<file path="src/rtl/jac_pkg.sv">
// Shared Jac1-8 definitions: multiply/divide op encodings, sequencer states and
// the default datapath width.
package jac_pkg;

    localparam int DATA_WIDTH_DEFAULT = 8;

    // op[0] selects the operation kind, op[1] requests two's-complement operands.
    localparam int   MD_OP_TYPE_BIT   = 0;
    localparam int   MD_OP_SIGNED_BIT = 1;
    localparam logic MD_OP_MUL        = 1'b0;
    localparam logic MD_OP_DIV        = 1'b1;

    typedef enum logic [1:0] {
        MD_IDLE = 2'd0,
        MD_CALC = 2'd1,
        MD_DONE = 2'd2
    } md_state_e;

endpackage : jac_pkg

</file>
<file path="src/rtl/mul_div_signfix.sv">
// Conditional two's-complement negate used for the signed result fix-up of
// mul_div_unit (only instantiated when MUL_DIV_SIGNED_EN is defined).
module mul_div_signfix
    import jac_pkg::*;
#(
    parameter int Width = 2 * DATA_WIDTH_DEFAULT
) (
    input  logic [Width-1:0] value_i,
    input  logic             negate_i,
    output logic [Width-1:0] value_o
);

    assign value_o = negate_i ? (~value_i + Width'(1)) : value_i;

endmodule : mul_div_signfix

</file>
<file path="src/rtl/mul_div_unit.sv">
// Iterative shift-add multiply / restoring divide for the Jac1-8 datapath.
// Optional two's-complement support is compiled in with `define MUL_DIV_SIGNED_EN.
module mul_div_unit
    import jac_pkg::*;
#(
    parameter int DataWidth = DATA_WIDTH_DEFAULT
) (
    input  logic                 clk,
    input  logic                 reset,
    input  logic                 start,
    input  logic [1:0]           op,
    input  logic [DataWidth-1:0] operand_a,
    input  logic [DataWidth-1:0] operand_b,
    output logic                 busy,
    output logic                 done,
    output logic [DataWidth-1:0] result,
    output logic [DataWidth-1:0] result_hi,
    output logic                 div_zero
);

    localparam int AccW = 2 * DataWidth + 1;
    localparam int CntW = (DataWidth > 1) ? $clog2(DataWidth) : 1;

    md_state_e            state_q;
    logic [CntW-1:0]      cnt_q;
    logic                 is_div_q;
    logic [AccW-1:0]      acc_q;
    logic [DataWidth-1:0] opnd_q;
    logic                 busy_q;
    logic                 done_q;
    logic [DataWidth-1:0] result_q;
    logic [DataWidth-1:0] result_hi_q;
    logic                 div_zero_q;

    logic                 start_is_div;
    logic [DataWidth-1:0] mag_a;
    logic [DataWidth-1:0] mag_b;
    logic [DataWidth:0]   mul_sum;
    logic [AccW-1:0]      div_shift;
    logic [DataWidth+1:0] div_diff;
    logic [AccW-1:0]      acc_d;
    logic [DataWidth-1:0] final_lo;
    logic [DataWidth-1:0] final_hi;

    assign start_is_div = (op[MD_OP_TYPE_BIT] == MD_OP_DIV);

`ifdef MUL_DIV_SIGNED_EN
    logic                   neg_res_q;
    logic                   neg_rem_q;
    logic                   a_neg;
    logic                   b_neg;
    logic [2*DataWidth-1:0] prod_fix;
    logic [DataWidth-1:0]   quo_fix;
    logic [DataWidth-1:0]   rem_fix;

    // Operands become magnitudes at latch time; the signs are re-applied on the last edge.
    assign a_neg = op[MD_OP_SIGNED_BIT] & operand_a[DataWidth-1];
    assign b_neg = op[MD_OP_SIGNED_BIT] & operand_b[DataWidth-1];
    assign mag_a = a_neg ? (~operand_a + DataWidth'(1)) : operand_a;
    assign mag_b = b_neg ? (~operand_b + DataWidth'(1)) : operand_b;

    mul_div_signfix #(.Width(2 * DataWidth)) u_fix_prod (
        .value_i  (acc_d[2*DataWidth-1:0]),
        .negate_i (~is_div_q & neg_res_q),
        .value_o  (prod_fix)
    );

    mul_div_signfix #(.Width(DataWidth)) u_fix_quo (
        .value_i  (acc_d[DataWidth-1:0]),
        .negate_i (is_div_q & neg_res_q),
        .value_o  (quo_fix)
    );

    mul_div_signfix #(.Width(DataWidth)) u_fix_rem (
        .value_i  (acc_d[2*DataWidth-1:DataWidth]),
        .negate_i (is_div_q & neg_rem_q),
        .value_o  (rem_fix)
    );

    assign final_lo = is_div_q ? quo_fix : prod_fix[DataWidth-1:0];
    assign final_hi = is_div_q ? rem_fix : prod_fix[2*DataWidth-1:DataWidth];
`else
    logic unused_op_signed;

    assign unused_op_signed = op[1];
    assign mag_a    = operand_a;
    assign mag_b    = operand_b;
    assign final_lo = acc_d[DataWidth-1:0];
    assign final_hi = acc_d[2*DataWidth-1:DataWidth];
`endif

    // One iteration of either algorithm; the low half of acc_q holds the multiplier
    // (MUL) or the dividend being shifted out while quotient bits enter at the LSB (DIV).
    always_comb begin
        // NOTE: every combinational output gets a default first so no latch can be inferred.
        acc_d     = acc_q;
        mul_sum   = acc_q[AccW-1:DataWidth] + (acc_q[0] ? {1'b0, opnd_q} : '0);
        div_shift = {acc_q[AccW-2:0], 1'b0};
        div_diff  = {1'b0, div_shift[AccW-1:DataWidth]} - {2'b00, opnd_q};
        if (is_div_q) begin
            if (!div_diff[DataWidth+1]) begin
                acc_d = {div_diff[DataWidth:0], div_shift[DataWidth-1:1], 1'b1};
            end else begin
                acc_d = div_shift;
            end
        end else begin
            acc_d = {1'b0, mul_sum, acc_q[DataWidth-1:1]};
        end
    end

    // NOTE: sequential state uses non-blocking assignments only, so every register
    // samples the pre-edge values regardless of statement order.
    always_ff @(posedge clk or posedge reset) begin
        if (reset) begin
            state_q     <= MD_IDLE;
            cnt_q       <= '0;
            is_div_q    <= 1'b0;
            acc_q       <= '0;
            opnd_q      <= '0;
            busy_q      <= 1'b0;
            done_q      <= 1'b0;
            result_q    <= '0;
            result_hi_q <= '0;
            div_zero_q  <= 1'b0;
`ifdef MUL_DIV_SIGNED_EN
            neg_res_q   <= 1'b0;
            neg_rem_q   <= 1'b0;
`endif
        end else begin
            case (state_q)
                MD_IDLE: begin
                    done_q <= 1'b0;
                    if (start) begin
                        busy_q     <= 1'b1;
                        is_div_q   <= start_is_div;
                        div_zero_q <= 1'b0;
`ifdef MUL_DIV_SIGNED_EN
                        neg_res_q  <= a_neg ^ b_neg;
                        neg_rem_q  <= a_neg;
`endif
                        if (start_is_div && (operand_b == '0)) begin
                            // Divide by zero skips CALC; DONE raises done one edge later.
                            state_q     <= MD_DONE;
                            result_q    <= '1;
                            result_hi_q <= operand_a;
                            div_zero_q  <= 1'b1;
                        end else begin
                            state_q <= MD_CALC;
                            cnt_q   <= CntW'(DataWidth - 1);
                            opnd_q  <= start_is_div ? mag_b : mag_a;
                            acc_q   <= {{(DataWidth + 1){1'b0}}, (start_is_div ? mag_a : mag_b)};
                        end
                    end
                end
                MD_CALC: begin
                    acc_q <= acc_d;
                    if (cnt_q == '0) begin
                        state_q     <= MD_DONE;
                        done_q      <= 1'b1;
                        result_q    <= final_lo;
                        result_hi_q <= final_hi;
                    end else begin
                        cnt_q <= cnt_q - CntW'(1);
                    end
                end
                MD_DONE: begin
                    if (done_q) begin
                        state_q <= MD_IDLE;
                        done_q  <= 1'b0;
                        busy_q  <= 1'b0;
                    end else begin
                        done_q <= 1'b1;
                    end
                end
                default: begin
                    state_q <= MD_IDLE;
                    done_q  <= 1'b0;
                    busy_q  <= 1'b0;
                end
            endcase
        end
    end

    assign busy      = busy_q;
    assign done      = done_q;
    assign result    = result_q;
    assign result_hi = result_hi_q;
    assign div_zero  = div_zero_q;

endmodule : mul_div_unit
</file>
<file path="config.mk">
export PLATFORM = sky130hd
export DESIGN_NAME = mul_div_unit
export DESIGN_NICKNAME = d
export VERILOG_FILES = /design/src/rtl/jac_pkg.sv /design/src/rtl/mul_div_signfix.sv /design/src/rtl/mul_div_unit.sv
export SDC_FILE = /design/constraint.sdc
export NUM_CORES = 1
export LEC_CHECK = 0
export ABC_CLOCK_PERIOD_IN_PS = 2800
export CAP_MARGIN = 10
export CORE_ASPECT_RATIO = 1.75
export CORE_UTILIZATION = 35
export DETAILED_ROUTE_END_ITERATION = 10
export PLACE_DENSITY = 0.53
export SYNTH_ARGS = -nofsm -noshare
export SYNTH_HDL_FRONTEND = slang
export SYNTH_SLANG_ARGS = --single-unit
export TNS_END_PERCENT = 1
</file>
<file path="constraint.sdc">
create_clock -name clk -period 2.8 [get_ports clk]
set_input_delay 0.56 -clock clk [delete_from_list [all_inputs] [get_ports clk]]
set_output_delay 0.56 -clock clk [all_outputs]
set_load 0.005 [all_outputs]
</file>
Yosys cells after proc, flatten, opt, wreduce, memory -nomap -nowiden --
Index checks and enable logic that the tools add are counted.
Word-level totals: bits in writable memories 0, memory bits (read-only) 0, memories 0, bits in latches 0, output and inout bits 19, input bits 21, bits in registers 50, logic and storage cells 67
Operators by class: reductions and logical operators 12, div/mod/pow operators 0, muxes and demuxes 32, $mul 0, order comparisons 0, bitwise gates (word level) 2, add/sub/neg operators 3, shift-type cells 0, equal/unequal tests 8
Operators by type and width (number):
- $mux W8 | 9
- $mux W17 | 4
- $pmux W17 S2 | 1
- $pmux W8 S2 | 2
- $ne A2 B2 Y1 const B | 6
- $reduce_and A3 Y1 | 4
- $sub A9 B8 Y10 | 1
- $add A9 B8 Y9 | 1
- $mux W3 | 3
- $logic_not A8 Y1 | 1
- $mux W2 | 4
- $reduce_and A4 Y1 | 2
- $pmux W2 S3 | 1
- $pmux W3 S2 | 1
- $mux W1 | 5
- $logic_not A3 Y1 | 1
- $pmux W1 S3 | 1
- $sub A3 B1 Y3 const B | 1
- $eq A2 B1 Y1 const B | 1
- $eq A2 B2 Y1 const B | 1
- $logic_not A2 Y1 | 1
- $not A1 Y1 | 2
- $pmux W1 S2 | 1
- $reduce_and A2 Y1 | 1
- other kinds (2) | 2

Longest topological paths before layout --
word-level depth 5, gate-level depth with buffers 10, gate-level depth less buffers 8

Worst setup path after synthesis --
Ideal clock, no wire load.
path kind reg-to-reg, start register acc_q[0], end register result_hi_q[3] (netlist: result_hi[3]), buffers on the path 0, arrival 2.217 ns, library setup time 0.082 ns, cell stages (with the launch flop) 9, required time 2.718 ns, period minus slack after synthesis 2.299 ns, setup slack 0.501 ns, cell sequence dfrtp_1 -> and2_1 -> ha_1 -> fa_1 -> a211oi_1 -> nor2_1 -> or4_1 -> a21boi_0 -> a31oi_1
On the way: cells in the longest elaborated chain, start to end 5
Ends and longest elaborated chain:
- from (decl) | RTL line mul_div_unit.sv:27 | logic [AccW-1:0] acc_q;
- from (signal assigned) | RTL line mul_div_unit.sv:151 | acc_q <= {{(DataWidth + 1){1'b0}}, (start_is_div ? mag_a : mag_b)};
- $mux W8 | RTL line mul_div_unit.sv:97 | mul_sum = acc_q[AccW-1:DataWidth] + (acc_q[0] ? {1'b0, opnd_q} : '0);
- $add A9 B8 Y9 | RTL line mul_div_unit.sv:97
- $mux W17 | RTL line mul_div_unit.sv:100 | if (is_div_q) begin
- $mux W8 | RTL line mul_div_unit.sv:157 | if (cnt_q == '0) begin
- $pmux W8 S2 | RTL line mul_div_unit.sv:130 | case (state_q)
- to (signal assigned) | RTL line mul_div_unit.sv:145 | result_hi_q <= operand_a;
- to (signal assigned) | RTL line mul_div_unit.sv:161 | result_hi_q <= final_hi;
- to (decl) | RTL line mul_div_unit.sv:32 | logic [DataWidth-1:0] result_hi_q;
Every way passes these cells. The select of a mux whose other input is x is not followed. A chain may end at the register's enable or synchronous reset.

Worst setup path in the final report --
start register acc_q[9], end register result_q[0] (netlist: result[0])
On the way: cells in the longest elaborated chain, start to end 5
Ends and longest elaborated chain:
- $sub A9 B8 Y10 | RTL line mul_div_unit.sv:99 | div_diff = {1'b0, div_shift[AccW-1:DataWidth]} - {2'b00, opnd_q};
- $mux W17 | RTL line mul_div_unit.sv:101 | if (!div_diff[DataWidth+1]) begin
- $mux W17 | RTL line mul_div_unit.sv:100
- $mux W8 | RTL line mul_div_unit.sv:157
- $pmux W8 S2 | RTL line mul_div_unit.sv:130
- to (signal assigned) | RTL line mul_div_unit.sv:160 | result_q <= final_lo;
- to (decl) | RTL line mul_div_unit.sv:31 | logic [DataWidth-1:0] result_q;
Every way passes these cells. The select of a mux whose other input is x is not followed.

==> flow_summary.yaml <==
status:
  status: "finished, final reports clean"
clocking:
  cts_tree: "yes"
  clk-insertion-delay-late_ps: 300
  path_clk_slew_ps: 70
  cts.path.max_buffers: 2
  ctsResizeCount: 0
  post-cts-setup-buffers: 0
  htree_levels: 2
  postCtsHoldBufs: 0
  cts_buffers: 5
  cts.sinks: 50
  root_buffer: "clkbuf_16"
routing:
  drcViolationCount: 0
  via_per_inst: 5.73
  num_vias: 3403
  wl_mm: 11.3
  ant_nets: 0
  initialDrtViolationCount: 156
  first_pass_iters: 4
  avgRoutedWirePerCell_um: 19.0
cells_and_area:
  mostFrequentLayoutCell: "dfrtp_1"
  instances_no_fill: 594
  nets: 510
  layout_common_cells: "dfrtp_1 (50), nor2_1 (39), clkdlybuf4s50_1 (38), nand2_1 (34), o21ai_0 (30)"
  nFillCells: 1048
  drive_gt1_share_pct: 9.64
  diodes: 0
  syn2layout_area_growth_pct: 19.1
floorplan:
  die_w_um: 79.6
  num_io_pins: 40
  die_h_um: 138
  start_util_pct: 36.0
  dieArea_um2: 11000
  core_um2: 10200
  rows: 49
yosys:
  synth-main-ff-cell: "dfrtp_1"
  ys_seq_elements: 50
  synth_nets: 471
  yosysSeqAreaShare_pct: 34.0
  syn_inst: 427
  async_reset_ff_share_pct: 100
  netlist_area_um2: 3680
  synth_edf_count: 0
  synth_cell_types: 68
  yosys_warnings: 0
  syn_area_per_cell_um2: 8.63
grt:
  track_usage_pct: 21.6
  grt_pass1_vias: 3355
  grt_max_degree: 51
  grt_antenna_before_repair: 0
  grt_remaining_overflow: 0
  grt_pass1_wl_mm: 17.5
power_and_ir_drop:
  seq_power_share_pct: 25.1
  p_leak_nw: 1.92
  ir_drop_mv: 0.627
  p_sw_mw: 2.54
  p_int_mw: 2.76
  p_sw_share_pct: 47.9
  p_total_mw: 5.30
  power.clock.fraction_pct: 11.9
  p_comb_share_pct: 63.0
  powerDensity_nw_per_um2: 1210
worst_hold_path:
  holdCritStartpoint: "cnt_q[0]$_DFFE_PP0P_"
  hold_class: "reg2reg"
worst_setup_path:
  end_kind: "flip-flop"
  cp_data_required_time_ps: 2990
  worstReg2RegStart: "acc_q[9]$_DFFE_PP0P_"
  critPathMaxFanout: 6
  start_kind: "flip-flop"
  startpoint: "acc_q[9]$_DFFE_PP0P_"
  ff2ff_setup_slack_ps: 160
  critical_path_class: "reg2reg"
  critPathArrivalTime_ps: 2830
sta:
  worst_slew_pin_slew_ps: 671
  slew_headroom_pct: 55.2
  finClkSkew_ps: 7.72
  setup_viol: 0
  finalMaxSlewViolations: 0
  fin_crit_sh_pct: 94.3
  max_freq_mhz: 379
  fin_setup_tns_ps: 0
  rsz0062_at_grt: "no"
  hold_viol: 0
  min_period_ps: 2640
placed_design:
  hpwlAfterDp_mm: 8.80
  gp_congestion: 0.898
  port-buffer-count: 38
  dp_cells: 586
flow_run:
  cap_violations: 0
[power by group through the flow]
stage | clock network [mW] | registers (mW) | logic [mW]
2_1_floorplan | 0 | 1.22 | 2.34
3_3_place_gp | 0 | 1.34 | 3.29
3_5_place_dp | 0 | 1.35 | 3.33
4_1_cts | 0.646 | 1.33 | 3.35
5_1_grt | 0.665 | 1.37 | 3.69
6_report | 0.630 | 1.33 | 3.34
[logic make-up after synthesis]
| kind of cell | Yosys count | synth area share, % |
|---|---|---|
| and+or+nand+nor | 151 | 21.2 |
| AOI/OAI and AO/OA | 128 | 23.1 |
| DFF | 50 | 34.0 |
| buffers and inverters | 46 | 5.60 |
| muxes | 25 | 7.03 |
| adders and majority gates | 23 | 8.22 |
| xor gates and xnor gates | 4 | 0.951 |
[Yosys cell counts, types with 3 or more instances]
library cell  instances  area, um2
or3_1                 5       31.3
mux2_2                7       78.8
nor4_1                7       43.8
nand4_1               5       31.3
nor2_1               39        146
a21o_1                4       30.0
a21oi_1              22        110
buf_2                12       60.1
xnor2_1               3       26.3
nand3_1              12       60.1
ha_1                 21        263
o21a_1                3       22.5
a21boi_0              3       22.5
a311oi_1              3       26.3
o21ai_1               7       35.0
nor3_1               12       60.1
nand2_1              34        128
a31oi_1              15       93.8
a211o_1               3       26.3
dfrtp_1              50       1250
inv_1                22       82.6
nor2b_1               8       50.1
mux2i_1              18        180
clkbuf_1              6       22.5
and2_1               10       62.6
o21ai_0              30        150
a211oi_1              8       60.1
[critical path: stages, from the launching register on]
cell     delay (ps)
dfrtp_1         480
ha_1            300
or2_1           290
o211a_1         350
nor3_1          580
a31oi_1         240
mux2_2          300
[final timing paths]
path	endpoint	depth (start not counted)
max in group asynchronous	acc_q[15]$_DFFE_PP0P_	3
min in group asynchronous	cnt_q[1]$_DFFE_PP0P_	3
worst min register to register	cnt_q[0]$_DFFE_PP0P_	1
worst max-delay path	result[0]$_DFFE_PP0P_	6
worst min-delay path	cnt_q[0]$_DFFE_PP0P_	1
worst max register to register	result[0]$_DFFE_PP0P_	6
[per-layer routing]
metal	wire (um)	up-vias	global-route usage, %
li1	-	1646	-
met1	4290	1651	22.9
met2	6100	77	40.3
met3	316	29	2.52
met4	562	0	12.5
met5	0	-	0
[layout make-up]
| cell class | count | area, um2 | area share, % |
|---|---|---|---|
| Clock buffer | 5 | 125 | 2.85 |
| Multi-Input combinational cell | 331 | 2230 | 50.7 |
| Inverter | 24 | 90.1 | 2.05 |
| Timing Repair Buffer | 54 | 513 | 11.7 |
| Tap cell | 127 | 159 | 3.62 |
| Clock inverter | 3 | 23.8 | 0.542 |
| Sequential cell | 50 | 1250 | 28.5 |
[registers in the layout, summed over array words and instances, names as in the netlist]
signal     cells
done           1
div_zero       1
result         8
opnd_q         8
busy           1
is_div_q       1
cnt_q          3
result_hi      8
acc_q         17
state_q        2
[metrics by stage]
stage | setup WS (ps) | cell area (um2) | hold WS, ps | utilization, %
after CTS | 220 | 4390 | 452 | 42.9
final | 159 | 4390 | 453 | 42.9
after global placement | 119 | 4240 | 433 | 41.4
after global routing | 112 | 4390 | 477 | 42.9
after detailed placement | 79.3 | 4240 | 444 | 41.4
after floorplan | 501 | 3680 | 418 | -
(Power assumes the default switching activity.)
